## src/rtl/soc_mgmt_rst_req_agent.sv

```systemverilog
// Partition-side reset request/acknowledge agent: quiesce, request, track generator ack.
// Optional quiesce timeout enabled by defining SOC_MGMT_RST_REQ_TIMEOUT_EN.
module soc_mgmt_rst_req_agent #(
   parameter int TIMEOUTW       = 16,
   parameter int SYNC_STAGES    = 2,
   parameter int MIN_REQ_CYCLES = 4
) (
   input  logic                i_clk,
   input  logic                i_rst_n,
   input  logic                i_sw_req,
   input  logic                i_idle,
   input  logic [TIMEOUTW-1:0] i_timeout_cycles,
   input  logic                i_timeout_clr,
   output logic                o_quiesce_req,
   output logic                o_rst_req_n,
   output logic                o_rst_ip_ack,
   input  logic                i_rst_ack_n,
   output logic                o_busy,
   output logic                o_done,
   output logic                o_ext_rst,
   output logic                o_timeout
);

   localparam int HOLDW = (MIN_REQ_CYCLES > 1) ? $clog2(MIN_REQ_CYCLES) : 1;
   localparam logic [HOLDW-1:0] HOLD_LAST = HOLDW'(MIN_REQ_CYCLES - 1);

   typedef enum logic [2:0] {
      IDLE,
      QUIESCE,
      REQ,
      WAIT_ACK,
      HOLD
   } state_t;

   state_t                 state;
   logic [SYNC_STAGES-1:0] ack_sync;
   logic                   ack_s;
   logic [HOLDW-1:0]       hold_cnt;
   logic                   tmo_expired;

   // Synchronizer idles high so a reset release never looks like a generator ack.
   always_ff @(posedge i_clk or negedge i_rst_n) begin
      if (!i_rst_n) begin
         ack_sync <= '1;
      end else begin
         ack_sync <= {ack_sync[SYNC_STAGES-2:0], i_rst_ack_n};
      end
   end

   assign ack_s = ack_sync[SYNC_STAGES-1];

`ifdef SOC_MGMT_RST_REQ_TIMEOUT_EN
   logic [TIMEOUTW-1:0] tmo_cnt;
   logic                tmo_flag;
   logic                tmo_set;

   assign tmo_expired = (tmo_cnt == '0);
   assign tmo_set     = (state == QUIESCE) && ack_s && !i_idle && tmo_expired;

   // Counter is reloaded every IDLE cycle, so it holds the budget on QUIESCE entry.
   always_ff @(posedge i_clk or negedge i_rst_n) begin
      if (!i_rst_n) begin
         tmo_cnt  <= '0;
         tmo_flag <= 1'b0;
      end else begin
         if (state == IDLE) begin
            tmo_cnt <= i_timeout_cycles;
         end else if ((state == QUIESCE) && !tmo_expired) begin
            tmo_cnt <= tmo_cnt - 1'b1;
         end
         if (tmo_set) begin
            tmo_flag <= 1'b1;
         end else if (i_timeout_clr) begin
            tmo_flag <= 1'b0;
         end
      end
   end

   assign o_timeout = tmo_flag;
`else
   logic unused_tmo_inputs;

   assign unused_tmo_inputs = ^{i_timeout_cycles, i_timeout_clr};
   assign tmo_expired       = 1'b0;
   assign o_timeout         = 1'b0;
`endif

   always_ff @(posedge i_clk or negedge i_rst_n) begin
      if (!i_rst_n) begin
         state         <= IDLE;
         hold_cnt      <= '0;
         o_quiesce_req <= 1'b0;
         o_rst_req_n   <= 1'b1;
         o_rst_ip_ack  <= 1'b0;
         o_busy        <= 1'b0;
         o_done        <= 1'b0;
         o_ext_rst     <= 1'b0;
      end else begin
         o_done    <= 1'b0;
         o_ext_rst <= 1'b0;
         case (state)
            IDLE: begin
               // An unrequested reset takes priority over a same-cycle software request.
               if (!ack_s) begin
                  state         <= HOLD;
                  o_ext_rst     <= 1'b1;
                  o_rst_ip_ack  <= 1'b1;
                  o_quiesce_req <= 1'b1;
                  o_busy        <= 1'b1;
               end else if (i_sw_req) begin
                  state         <= QUIESCE;
                  o_quiesce_req <= 1'b1;
                  o_busy        <= 1'b1;
               end
            end
            QUIESCE: begin
               if (!ack_s) begin
                  state        <= HOLD;
                  o_rst_ip_ack <= 1'b1;
               end else if (i_idle || tmo_expired) begin
                  state        <= REQ;
                  hold_cnt     <= '0;
                  o_rst_req_n  <= 1'b0;
                  o_rst_ip_ack <= 1'b1;
               end
            end
            REQ: begin
               if (hold_cnt == HOLD_LAST) begin
                  if (!ack_s) begin
                     state       <= HOLD;
                     o_rst_req_n <= 1'b1;
                  end else begin
                     state <= WAIT_ACK;
                  end
               end else begin
                  hold_cnt <= hold_cnt + 1'b1;
               end
            end
            WAIT_ACK: begin
               if (!ack_s) begin
                  state       <= HOLD;
                  o_rst_req_n <= 1'b1;
               end
            end
            HOLD: begin
               if (ack_s) begin
                  state         <= IDLE;
                  o_quiesce_req <= 1'b0;
                  o_rst_ip_ack  <= 1'b0;
                  o_busy        <= 1'b0;
                  o_done        <= 1'b1;
               end
            end
            default: begin
               state <= IDLE;
            end
         endcase
      end
   end

endmodule

```

## config.mk

```make
export PLATFORM = sky130hd
export DESIGN_NAME = soc_mgmt_rst_req_agent
export DESIGN_NICKNAME = d
export VERILOG_FILES = /design/src/rtl/soc_mgmt_rst_req_agent.sv
export SDC_FILE = /design/constraint.sdc
export NUM_CORES = 1
export LEC_CHECK = 0
export ABC_AREA = 1
export ABC_CLOCK_PERIOD_IN_PS = 2000
export CORE_UTILIZATION = 41
export CTS_BUF_LIST = sky130_fd_sc_hd__clkbuf_16
export DETAILED_ROUTE_END_ITERATION = 8
export GPL_TIMING_DRIVEN = 0
export PLACE_DENSITY = 0.76
export SYNTH_ARGS = -nofsm -noshare
export SYNTH_HDL_FRONTEND = slang
export SYNTH_SLANG_ARGS = --single-unit
```

## constraint.sdc

```tcl
create_clock -name i_clk -period 2 [get_ports i_clk]
set_clock_uncertainty 0.2 [all_clocks]
set_input_delay 0.4 -clock i_clk [delete_from_list [all_inputs] [get_ports i_clk]]
set_output_delay 0.4 -clock i_clk [all_outputs]
set_load 0.01 [all_outputs]
```

==> impl_metrics.ini <==
[placement]
place_congestion = 0.854
io_buffers = 10
dpl.hpwl_um = 882

[yosys]
syn-instance-count = 83
ys_ff_latch = 12
synthTopCellsByCount = nand2_1 (20), nand3_1 (11), dfrtp_1 (9)
ys.flop_type = dfrtp_1
yosysTopAreaCell = dfrtp_1
ys_async_sr_fraction_pct = 100
synthDominantCellAreaShare_pct = 32.9
ys_seq_area_share_pct = 44.4
synth_area_um2 = 684
synth.distinct_cells = 22
yosys_warnings = 0
synth_most_common_cell = nand2_1
synth-edff-count = 0
synthTopCellsByArea = dfrtp_1 (33%), dfstp_2 (12%), nand2_1 (11%), nand3_1 (8.0%), nor2_4 (6.6%)
synth_nets = 106
synth.avg_cell_area_um2 = 8.25

[power]
swShare_pct = 36.7
combPwrFrac_pct = 44.4
p_per_area_nw_per_um2 = 1530
internal_power_w = 0.000856
pwr-share-seq_pct = 28.0
p_sw_w = 0.000495
vdd_ir_drop_max_mv = 0.714
leakagePower_nw = 0.438
pwr-share-clk_pct = 27.6

[global_route]
met3_usage_pct = 7.23
grt.overflow.total = 0
antenna_found_initial = 0
grt_max_degree = 13
grt_usage_pct = 17.8
grt_use_met1_pct = 20.1
met2_usage_pct = 27.0
busiest_layer = met2
grt_pass1_vias = 547
grt_first_pass_wirelength_um = 2280

[worst_hold_path]
hold_class = flip-flop to flip-flop
hold_path_depth = 0
holdPathEnd = ack_sync[1]
holdCritStartpoint = ack_sync[0]

[cts]
insertion_delay_ns = 0.24
tritoncts = done
cts.clk_slew.worst_paths_ns = 0.04
ctsResizeCount = 0
cts_root_buffer = clkbuf_16
cts_made_buffers = 3
cts.sinks = 12
cts_setup_buffers = 0
htree_levels = 1
cts_max_path_buffers = 2
postCtsHoldBufs = 0

[worst_setup_path]
reg2reg_to = state[0]
cp-start-kind = flip-flop
critical_path.max_stage_delay_ns = 0.52
critical_path_class = flip-flop to output pin
crit_path_end_kind = output pin
cp_num_buf_inv = 1
reg2reg_from = ack_sync[1]
r2r_setup_slack_ns = 0.43
crit_family = flip-flops
required_ns = 1.40
cp_slowest_cell = dfstp_2
r2r_cells = 7
arrival_ns = 1.28
worstPathCellList = clkdlybuf4s50_1
cp_max_fo = 2

[timing]
setup_viol = 0
fin_hold_ws_ns = 0.154
period_needed_ns = 1.88
fin_crit_sh_pct = 94.2
fmax_ghz = 0.531
rsz0062_at_grt = false
finalHoldViolCount = 0
tns_ns = 0
tightest_slew_ns = 0.519
drv_slew = 0
max_slew_margin_pct = 65.3

[detailed_routing]
avgRoutedWirePerCell_um = 11.8
num_vias = 569
drc = 0
first_pass_iters = 4
postRouteAntennaNets = 0
drt_iter0_markers = 7
vias_per_cell = 5.04
routed_wl_um = 1330

[final_layout]
syn_to_final_growth_pct = 29.1
fill_cells = 133
drive_gt1_share_pct = 24.7
final_nets = 121
n_antenna_cell = 0

[floorplan]
die_x_um = 42.9
io_pins = 29
rows = 14
start_util_pct = 44.9
die_y_um = 42.9
design.die.area_um2 = 1840
core_um2 = 1520

[flow_run]
max-cap-violations = 0

[outcome]
status = finished clean
==> cell usage in the layout, fill, tap and decap left out, types with 2 or more instances in the layout <==
cell type / count
buf_4: 3
nand3_1: 11
nor2_1: 6
dfstp_2: 3
dfrtp_1: 9
clkbuf_16: 3
o21ai_1: 2
nand2_1: 20
clkdlybuf4s50_1: 10
inv_1: 8
nor2_2: 4
inv_2: 2
nor2_4: 4
nand2_2: 2
==> worst register-to-register path: cells and delay by family (launching register included) <==
family                 cells  cell delay (ns)
buffers and inverters      1             0.07
AND/OR/NAND/NOR            6             0.56
flip-flops                 1             0.61
==> flip-flops by register name, summed over array words and instances (netlist names) <==
register      cells
o_ext_rst         1
ack_sync          2
o_rst_req_n       1
o_done            1
o_busy            1
o_rst_ip_ack      1
hold_cnt          2
state             3
==> routing by layer <==
layer / vias up / part of all wire (%)
met4: 0 / 2.8
met1: 260 / 42
met3: 6 / 7.1
li1: 286 / -
met2: 17 / 48
met5: - / 0
==> how the worst max path moves through the flow <==
stage | slack [ns] | startpoint | cells after the start | end
4_1_cts | 0.11 | o_rst_req_n | 1 | o_rst_req_n
3_5_place_dp | 0.31 | i_idle | 6 | o_rst_req_n
2_1_floorplan | 0.61 | ack_sync[1] | 7 | state[0]
3_3_place_gp | 0.34 | i_idle | 6 | o_rst_req_n
6_report | 0.12 | o_rst_req_n | 1 | o_rst_req_n
5_1_grt | 0.09 | o_rst_req_n | 1 | o_rst_req_n
==> final cells by class <==
type	count	area (um2)	area share [%]
buffer	4	33.8	3.82
clock buffer	3	75.1	8.50
sequential	12	304	34.4
clock inverter	1	3.75	0.425
timing repair buffer	10	100	11.3
tap	16	20.0	2.27
multi-input combinational	58	313	35.4
inverter	9	33.8	3.82
==> power by group through the flow <==
stage	clock network [W]	registers, W	logic [W]
3_5_place_dp	0	0.000381	0.000588
3_3_place_gp	0	0.000379	0.000574
2_1_floorplan	0	0.000396	0.000399
4_1_cts	0.000377	0.000379	0.000598
6_report	0.000373	0.000378	0.000600
5_1_grt	0.000390	0.000389	0.000663
==> cells by family after synthesis <==
logic type      Yosys count  synth area share (%)
flops                    12                  44.4
simple gates             50                  38.4
compound gates            6                  4.94
fa+ha+maj                 1                  1.83
other cells               1                 0.548
buf+inv                  13                  9.87
==> through the flow <==
stage / util, % / cell area, um2 / setup WS (ns) / cells / power, W
final: 58.0 / 883 / 0.116 / 113 / 0.00135
after global routing: 58.0 / 883 / 0.0933 / 113 / 0.00144
after CTS: 58.0 / 883 / 0.111 / 113 / 0.00135
after detailed placement: 52.8 / 805 / 0.312 / 109 / 0.000969
after global placement: 52.8 / 805 / 0.339 / 109 / 0.000953
after floorplan: - / 684 / 0.607 / 83 / 0.000795
(Power assumes the default switching activity.)
